$ cat src/rtl/stm32_bus_interface.sv
// STM32 parallel-bus slave: command decode, parameter/status/IQ beat shifting, RX sample FIFO.
// Define STM32_IF_PARITY_EN to add an XOR parity beat to RXIQ/TXIQ transfers and the SENDP parity flag.
module stm32_bus_interface #(
  parameter int BUS_W      = 4,
  parameter int IQ_W       = 16,
  parameter int RX_CH      = 1,
  parameter int FREQ_W     = 22,
  parameter int FREQ_RESET = 620407,
  parameter int FIFO_DEPTH = 8
) (
  input  logic                          clk_in,
  input  logic                          reset,
  input  logic [BUS_W-1:0]              DATA_IN,
  input  logic                          DATA_SYNC,
  input  logic                          ADC_OTR,
  input  logic [RX_CH*IQ_W-1:0]         rx_i,
  input  logic [RX_CH*IQ_W-1:0]         rx_q,
  input  logic                          iq_valid,
  output logic [BUS_W-1:0]              DATA_OUT,
  output logic [FREQ_W-1:0]             freq_out,
  output logic                          preamp_enable,
  output logic                          rx,
  output logic                          tx,
  output logic                          audio_clk_en,
  output logic signed [IQ_W-1:0]        TX_I,
  output logic signed [IQ_W-1:0]        TX_Q,
  output logic                          tx_iq_valid,
  output logic [$clog2(FIFO_DEPTH):0]   fifo_level,
  output logic [7:0]                    stage_debug
);
  // state | meaning
  // IDLE  | waiting for a DATA_SYNC command
  // GETP  | control beat + frequency beats in, committed atomically
  // SENDP | one status beat out, read flags cleared
  // TXIQ  | Q then I beats in (+ parity), loaded together
  // RXIQ  | FIFO pop, channel Q/I beats out (+ parity)
  // TEST  | DATA_IN echoed to DATA_OUT for 4 beats
  typedef enum logic [3:0] {S_IDLE = 4'd0, S_GETP, S_SENDP, S_TXIQ, S_RXIQ, S_TEST} state_t;

  localparam int NF    = (FREQ_W + BUS_W - 1) / BUS_W;
  localparam int TX_W  = 2 * IQ_W;
  localparam int RX_W  = 2 * RX_CH * IQ_W;
  localparam int PTR_W = $clog2(FIFO_DEPTH);
  localparam int LVL_W = PTR_W + 1;
`ifdef STM32_IF_PARITY_EN
  localparam bit PAR_EN = 1'b1;
`else
  localparam bit PAR_EN = 1'b0;
`endif
  localparam logic [7:0] GETP_LAST = 8'(NF);
  localparam logic [7:0] TX_DLAST  = 8'(TX_W / BUS_W - 1);
  localparam logic [7:0] RX_DLAST  = 8'(RX_W / BUS_W - 1);
  localparam logic [7:0] TX_LAST   = TX_DLAST + 8'(PAR_EN);
  localparam logic [7:0] RX_LAST   = RX_DLAST + 8'(PAR_EN);
  localparam logic [LVL_W-1:0] FULL_LVL = LVL_W'(FIFO_DEPTH);

  state_t            state;
  logic [7:0]        beat;
  logic [1:0]        ctrl_sh;
  logic [FREQ_W-1:0] freq_sh, freq_next;
  logic [TX_W-1:0]   tx_sh, tx_word;
  logic [BUS_W-1:0]  tx_par, rx_par, status_word;
  logic [RX_W-1:0]   rx_sh, rx_word, pop_word;
  logic              otr_flag, ovr_flag, unr_flag, perr_flag;

  logic [RX_W-1:0]   fifo_mem [FIFO_DEPTH];
  logic [PTR_W-1:0]  wr_ptr, rd_ptr;
  logic [LVL_W-1:0]  count;
  logic fifo_empty, fifo_full, pop_req, do_pop, do_push, ovr_ev, unr_ev, perr_ev, status_rd;

  // Host word order is ch0 Q, ch0 I, ch1 Q, ... from the MSB down.
  always_comb begin
    rx_word = '0;
    for (int n = 0; n < RX_CH; n++) begin
      rx_word[RX_W-1-2*n*IQ_W -: IQ_W]     = rx_q[n*IQ_W +: IQ_W];
      rx_word[RX_W-1-(2*n+1)*IQ_W -: IQ_W] = rx_i[n*IQ_W +: IQ_W];
    end
  end

  assign fifo_empty = (count == '0);
  assign fifo_full  = (count == FULL_LVL);
  assign pop_req    = (state == S_RXIQ) && (beat == 8'd0) && !DATA_SYNC;
  assign do_pop     = pop_req && !fifo_empty;
  assign do_push    = iq_valid && (!fifo_full || do_pop);
  assign ovr_ev     = iq_valid && fifo_full && !do_pop;
  assign unr_ev     = pop_req && fifo_empty;
  assign pop_word   = do_pop ? fifo_mem[rd_ptr] : '0;
  assign status_rd  = (state == S_SENDP) && (beat == 8'd0) && !DATA_SYNC;
  assign perr_ev    = PAR_EN && (state == S_TXIQ) && (beat == TX_LAST) && !DATA_SYNC
                      && (DATA_IN != tx_par);
  assign freq_next  = FREQ_W'({freq_sh, DATA_IN});
  assign tx_word    = TX_W'({tx_sh, DATA_IN});
  assign fifo_level = count;
  assign stage_debug = {state, beat[3:0]};

  always_comb begin
    status_word    = '0;
    status_word[0] = otr_flag;
    status_word[1] = ovr_flag;
    status_word[2] = unr_flag;
    status_word[3] = PAR_EN & perr_flag;
  end

  always_ff @(posedge clk_in) begin
    if (do_push) fifo_mem[wr_ptr] <= rx_word;
  end

  always_ff @(posedge clk_in) begin
    if (reset) begin
      wr_ptr <= '0;
      rd_ptr <= '0;
      count  <= '0;
      otr_flag <= 1'b0;
      ovr_flag <= 1'b0;
      unr_flag <= 1'b0;
      perr_flag <= 1'b0;
    end else begin
      if (do_push) wr_ptr <= wr_ptr + 1'b1;
      if (do_pop)  rd_ptr <= rd_ptr + 1'b1;
      case ({do_push, do_pop})
        2'b10:   count <= count + 1'b1;
        2'b01:   count <= count - 1'b1;
        default: count <= count;
      endcase
      // A flag set in the same cycle it is read stays set for the next read.
      otr_flag  <= ADC_OTR | (otr_flag & ~status_rd);
      ovr_flag  <= ovr_ev  | (ovr_flag & ~status_rd);
      unr_flag  <= unr_ev  | (unr_flag & ~status_rd);
      perr_flag <= perr_ev | (perr_flag & ~status_rd);
    end
  end

  always_ff @(posedge clk_in) begin
    if (reset) begin
      state <= S_IDLE;
      beat <= '0;
      ctrl_sh <= '0;
      freq_sh <= '0;
      tx_sh <= '0;
      tx_par <= '0;
      rx_sh <= '0;
      rx_par <= '0;
      DATA_OUT <= '0;
      freq_out <= FREQ_W'(FREQ_RESET);
      preamp_enable <= 1'b0;
      rx <= 1'b1;
      tx <= 1'b0;
      audio_clk_en <= 1'b0;
      TX_I <= '0;
      TX_Q <= '0;
      tx_iq_valid <= 1'b0;
    end else begin
      tx_iq_valid <= 1'b0;
      if (DATA_SYNC) begin
        beat <= '0;
        case (DATA_IN[3:0])
          4'd1:    state <= S_GETP;
          4'd2:    state <= S_SENDP;
          4'd3:    state <= S_TXIQ;
          4'd4:    state <= S_RXIQ;
          4'd10:   state <= S_TEST;
          4'd5:    begin audio_clk_en <= 1'b1; state <= S_IDLE; end
          4'd6:    begin audio_clk_en <= 1'b0; state <= S_IDLE; end
          default: state <= S_IDLE;
        endcase
      end else begin
        case (state)
          S_GETP: begin
            if (beat == 8'd0) ctrl_sh <= DATA_IN[3:2];
            else              freq_sh <= freq_next;
            if (beat == GETP_LAST) begin
              freq_out      <= freq_next;
              preamp_enable <= ctrl_sh[0];
              tx            <= ctrl_sh[1];
              rx            <= ~ctrl_sh[1];
              state <= S_IDLE;
              beat  <= '0;
            end else beat <= beat + 8'd1;
          end
          S_SENDP: begin
            DATA_OUT <= status_word;
            state <= S_IDLE;
          end
          S_TXIQ: begin
            if (beat <= TX_DLAST) begin
              tx_sh  <= tx_word;
              tx_par <= ((beat == 8'd0) ? '0 : tx_par) ^ DATA_IN;
            end
            if (beat == TX_LAST) begin
              if (!PAR_EN) begin
                TX_Q <= tx_word[TX_W-1 -: IQ_W];
                TX_I <= tx_word[IQ_W-1:0];
                tx_iq_valid <= 1'b1;
              end else if (DATA_IN == tx_par) begin
                TX_Q <= tx_sh[TX_W-1 -: IQ_W];
                TX_I <= tx_sh[IQ_W-1:0];
                tx_iq_valid <= 1'b1;
              end
              state <= S_IDLE;
              beat  <= '0;
            end else beat <= beat + 8'd1;
          end
          S_RXIQ: begin
            if (beat == 8'd0) begin
              DATA_OUT <= pop_word[RX_W-1 -: BUS_W];
              rx_par   <= pop_word[RX_W-1 -: BUS_W];
              rx_sh    <= pop_word << BUS_W;
            end else if (beat <= RX_DLAST) begin
              DATA_OUT <= rx_sh[RX_W-1 -: BUS_W];
              rx_par   <= rx_par ^ rx_sh[RX_W-1 -: BUS_W];
              rx_sh    <= rx_sh << BUS_W;
            end else begin
              DATA_OUT <= rx_par;
            end
            if (beat == RX_LAST) begin
              state <= S_IDLE;
              beat  <= '0;
            end else beat <= beat + 8'd1;
          end
          S_TEST: begin
            DATA_OUT <= DATA_IN;
            if (beat == 8'd3) begin
              state <= S_IDLE;
              beat  <= '0;
            end else beat <= beat + 8'd1;
          end
          default: beat <= '0;
        endcase
      end
    end
  end
endmodule

$ cat config.mk
export PLATFORM = sky130hd
export DESIGN_NAME = stm32_bus_interface
export DESIGN_NICKNAME = d
export VERILOG_FILES = /design/src/rtl/stm32_bus_interface.sv
export SDC_FILE = /design/constraint.sdc
export NUM_CORES = 1
export LEC_CHECK = 0
export BUFFER_PORTS_ARGS = -buffer_cell sky130_fd_sc_hd__buf_2
export CORE_MARGIN = 1.5
export CORE_UTILIZATION = 45
export CTS_BUF_LIST = sky130_fd_sc_hd__clkbuf_8
export DETAILED_ROUTE_END_ITERATION = 8
export PLACE_DENSITY = 0.64
export SLEW_MARGIN = 0
export SYNTH_ARGS = -nofsm -noshare
export SYNTH_HDL_FRONTEND = slang
export SYNTH_SLANG_ARGS = --single-unit
$ cat constraint.sdc
create_clock -name clk_in -period 5.5 [get_ports clk_in]
set_input_delay 0.55 -clock clk_in [delete_from_list [all_inputs] [get_ports clk_in]]
set_output_delay 0.55 -clock clk_in [all_outputs]
set_load 0.02 [all_outputs]
== Word level (Yosys, flattened, before mapping) ==
Memories as Yosys holds them, arrays and structs flattened. A register that Yosys moved wholly into a read port is not among the register bits.
Index checks and enable logic that the tools add are counted.
Word-level totals
  register bits: 172
  latch bits: 0
  bits in writable memories: 256
  memory bits (read-only): 0
  input port bits: 41
  output and inout port bits: 75
  logic and storage cells: 120
  memories: 1
Operators by class
  add/sub/neg operators: 5
  multiply operators: 0
  divide/modulo/power cells: 0
  $lt $le $gt $ge: 1
  eq/ne operators: 21
  shift-type cells: 0
  multiplexer cells: 25
  bitwise operators: 12
  reduce and logical (&&, ||, !) cells: 33
Memories
  fifo_mem: words 8, width 32, read ports 1, clocked after memory_dff 1, write ports 1, RTL line 66  | logic [RX_W-1:0] fifo_mem [FIFO_DEPTH];
Operator list (count)
  2-to-1 mux 32 bit: 3
  2-to-1 mux 4 bit: 8
  case mux 8 bit (4 select lines): 1
  2-to-1 mux 8 bit: 3
  == test 4 x 3 -> 1 bit, second input constant: 5
  AND reduction 3 bit: 6
  == test 4 x 2 -> 1 bit, second input constant: 4
  == test 8 x 3 -> 1 bit, second input constant: 2
  case mux 4 bit (4 select lines): 1
  case mux 3 bit (5 select lines): 1
  case mux 4 bit (3 select lines): 1
  logical AND 1 bit: 9
  adder 8 x 1 -> 8 bit, second input constant: 1
  == test 4 x 1 -> 1 bit, second input constant: 2
  == test 4 bit, second input constant: 2
  == test 8 x 2 -> 1 bit, second input constant: 1
  less-or-equal comparator 8 x 3 -> 1 bit, second input constant: 1
  zero test 8 bit: 1
  case mux 4 bit (2 select lines): 1
  adder 3 x 1 -> 3 bit, second input constant: 2
  2-to-1 mux 3 bit: 2
  inequality test 3 bit, second input constant: 2
  nonzero test 2 bit: 3
  NOT 1 bit: 5
  other kinds (19): 30

== Longest topological paths before layout ==
  word-level depth: 8
  gate-level depth with buffers: 10
  depth with buffers taken out: 10

== Least setup slack after synthesis ==
No wires, ideal clock.
  path type: input to register
  start point: input DATA_SYNC
  end point: memory fifo_mem[0][0] (netlist name) (enable)
  library setup time: 501 ps
  arrival time: 4397 ps
  data required time: 4999 ps
  path slack: 602 ps
  stages: 5
  path buffers: 1
  cell sequence: nor4b_4 > and3_1 > buf_2 > o21ai_2 > nor4_1
On the way
  word-level cells in the longest chain between the ends: 7
RTL lines
  start, declared: RTL line 14  | input logic DATA_SYNC,
  zero test 1 bit: RTL line 82  | assign pop_req = (state == S_RXIQ) && (beat == 8'd0) && !DATA_SYNC;
  logical AND 1 bit: RTL line 82
  logical AND 1 bit: RTL line 83  | assign do_pop = pop_req && !fifo_empty;
  logical OR 1 bit: RTL line 84  | assign do_push = iq_valid && (!fifo_full || do_pop);
  logical AND 1 bit: RTL line 84
  2-to-1 mux 1 bit: RTL line 105  | if (do_push) fifo_mem[wr_ptr] <= rx_word;
  2-to-1 mux 1 bit (implied by the code): RTL line 105
  end, declared: RTL line 66
Every way passes these cells.

== Worst setup path in the final report ==
  start point: register beat[3]
  end point: register TX_I[9]
On the way
  word-level cells in the longest chain between the ends: 2
RTL lines
  start, declared: RTL line 58  | logic [7:0] beat;
  start signal, assigned: RTL line 178  | end else beat <= beat + 8'd1;
  start signal, assigned: RTL line 201  | end else beat <= beat + 8'd1;
  start signal, assigned: RTL line 218  | end else beat <= beat + 8'd1;
  == test 8 x 3 -> 1 bit: RTL line 189  | if (beat == TX_LAST) begin
  AND reduction 3 bit (no source line)
  end signal, assigned: RTL line 192  | TX_I <= tx_word[IQ_W-1:0];
  end signal, assigned: RTL line 196  | TX_I <= tx_sh[IQ_W-1:0];
  end, declared: RTL line 25  | output logic signed [IQ_W-1:0] TX_I,
Every way passes these cells.
A chain may end at the register's enable or synchronous reset.

==> reports/metrics.csv <==
metric,value,unit
peakVddDrop,0.000249,V
post_cts_buffers,0,
met3_usage,3.99,%
vias_per_cell,5.42,
min_period_over_period,66.9,%
synth_area_per_cell,14.0,µm²
dieArea,38300,µm²
final_cell_mix,"256 x edfxtp_1, 167 x dfxtp_1, 166 x nand2_1",
root_buffer,clkbuf_8,
antenna_found_initial,3,
clk_pin_slew,50,ps
critPathMaxStageDelay,1120,ps
worst-slew-pin-transition,1180,ps
fin_skew,29.3,ps
overflow,0,
drv_cap,0,
die_h,196,µm
io_pins,116,
slew_headroom,21.4,%
dp_worst_setup_slack,1750,ps
nets,1366,
total_power,6.34,mW
finalSetupTns,0,ps
rrSetupSlack,1820,ps
synth_fp_nets,1244,
place_hpwl,21200,µm
grt_max_degree,96,
async_flop_share,0,%
grt_pass1_vias,9840,
final_cells,1840,
cts_tree,done,
finalInstanceArea,19000,µm²
worstPathMaxFanout,32,
netlist_area,16700,µm²
dpl_cell_area,17600,µm²
cts.sinks,426,
crit_slowest_cell,nor2_4,
wl_per_cell,19.1,µm
drt_pass1_iterations,5,
hold_depth,3,
routabilityCongestion,0.805,
finish.utilization,51.9,%
numCtsBuffers,73,
hold_ws,210,ps
drive_above_1_share,26.0,%
busiest_layer,met2,
r2r-end,TX_I[9],
r2r-start,beat[3],
drv_slew,0,
synth_edf_count,256,
grt_usage,18.7,%
ys.flop_type,edfxtp_1,
rr_worst_depth,5,
die_w,196,µm
start_util,45.6,%
cp-end-kind,flop,
setup_violations,0,
io_buffers,114,
worst_setup_path_start_kind,flop,
cts.htree.levels,3,
ant_nets,0,
crit_buf_inv,0,
drc_errors,0,
vias,9972,
crit_family,simple AND/OR/NAND/NOR gates,
hp-start,ADC_OTR,
power_density,334,nW/µm²
grt.met1_usage,24.7,%
power_leakage,6.48,nW
area_delta_synth_final,13.7,%
crit_path_cell_trace,nor4_2 -> nand3_2 -> nor2_4 -> mux2i_1 -> nor2_1,
post-place-cells,1712,
drt-initial-drc-count,711,
min_to,otr_flag,
synth_cells,1197,
crit_required,5930,ps
rows,70,
layout_commonest_cell,edfxtp_1,
timing.final.ws_setup,1820,ps
fmax,272,MHz
synth_cell_types,65,
ys_seq_elements,426,
coreArea,36600,µm²
path_class,reg2reg,
clockBufferDepth,3,
ys_seq_area_share,66.4,%
min_period,3680,ps
grt_first_pass_wirelength,55700,µm
hold_viol_final,0,
outcome,completed,
grt_use_met2,30.8,%
clock_latency,600,ps
min_path_type,in2reg,
ys.warnings.count,0,
rsz0062_at_grt,no,
hold_buffers,0,
cp.arrival,4110,ps
routed_wl,35200,µm
cts_resized,0,
-- worst reg2reg max path: stages, from the launching register on --
cell	delay, ps
dfxtp_1	380
nor4_2	880
nand3_2	750
nor2_4	1130
mux2i_1	340
nor2_1	50
-- kinds of logic (layout without fill, tap and decap cells) --
logic type,after synthesis,in the layout,share of synthesized area (%)
buf+inv,91,265,2.73
flops,426,426,66.4
compound gates,162,162,6.71
mux,137,137,13.2
simple gates,369,369,10.2
xor+xnor,5,5,0.262
other cells,1,2,0.0224
fa+ha+maj,6,6,0.449
-- power by group --
group	internal [mW]	leakage, nW	switching [mW]
Combinational	0.0761	1.99	0.142
Clock	1.46	0.785	1.20
Sequential	3.44	3.70	0.0210
Total	4.97	6.48	1.36
-- final cells by class --
class                   count  area, µm²
diodes                      1       2.50
clock buffers              79       1090
clock inverters            48        280
fillers                  3125      17600
inverters                   7       26.3
multi-input cells         680       5210
flip-flops and latches    426      11100
well taps                 468        586
repair buffers            131        701
-- flip-flops by register name, summed over array words and instances, names as in the netlist, 2 cells and up, named ones only --
register	flops
fifo_mem	256
beat	8
wr_ptr	3
freq_sh	18
DATA_OUT	4
rx_par	4
fifo_level	4
TX_Q	16
freq_out	22
ctrl_sh	2
rd_ptr	3
tx_sh	28
rx_sh	28
state	3
TX_I	16
-- synth_stat cells, types with 3 or more instances --
library cell / count / area (µm²)
edfxtp_1: 256 / 7690
dfxtp_1: 170 / 3400
nand2_1: 166 / 623
nor2_1: 97 / 364
a21oi_1: 66 / 330
mux4_2: 64 / 1440
mux2i_1: 42 / 420
buf_2: 37 / 185
nor3_1: 33 / 165
clkbuf_1: 30 / 113
mux2_2: 29 / 327
a211oi_1: 19 / 143
nand3b_1: 19 / 143
a22oi_1: 18 / 135
buf_4: 14 / 105
a221oi_2: 10 / 150
o21ai_0: 8 / 40.0
a31oi_1: 7 / 43.8
inv_1: 7 / 26.3
and3_1: 6 / 37.5
ha_1: 6 / 75.1
nand2b_1: 6 / 37.5
nand3_1: 6 / 30.0
o211ai_1: 6 / 45.0
nor2b_1: 5 / 31.3
a2111oi_0: 4 / 35.0
or3_1: 4 / 25.0
a2bb2oi_1: 3 / 26.3
and2_1: 3 / 18.8
o21bai_1: 3 / 22.5
xnor2_1: 3 / 26.3
-- worst max-delay path by stage --
stage	startpoint	to	depth (start not counted)
after global placement	beat[3]	TX_Q[11]	5
final	beat[3]	TX_I[9]	5
after global routing	beat[3]	TX_I[12]	5
after CTS	beat[3]	TX_I[9]	5
after detailed placement	beat[3]	TX_I[9]	5
after floorplan	DATA_SYNC	fifo_mem[0][0]	5
-- metal layers --
layer	up-vias	wire, µm
li1	4714	-
met1	4955	15400
met2	228	17300
met3	71	1670
met4	4	772
met5	-	21
(Power assumes the default switching activity.)
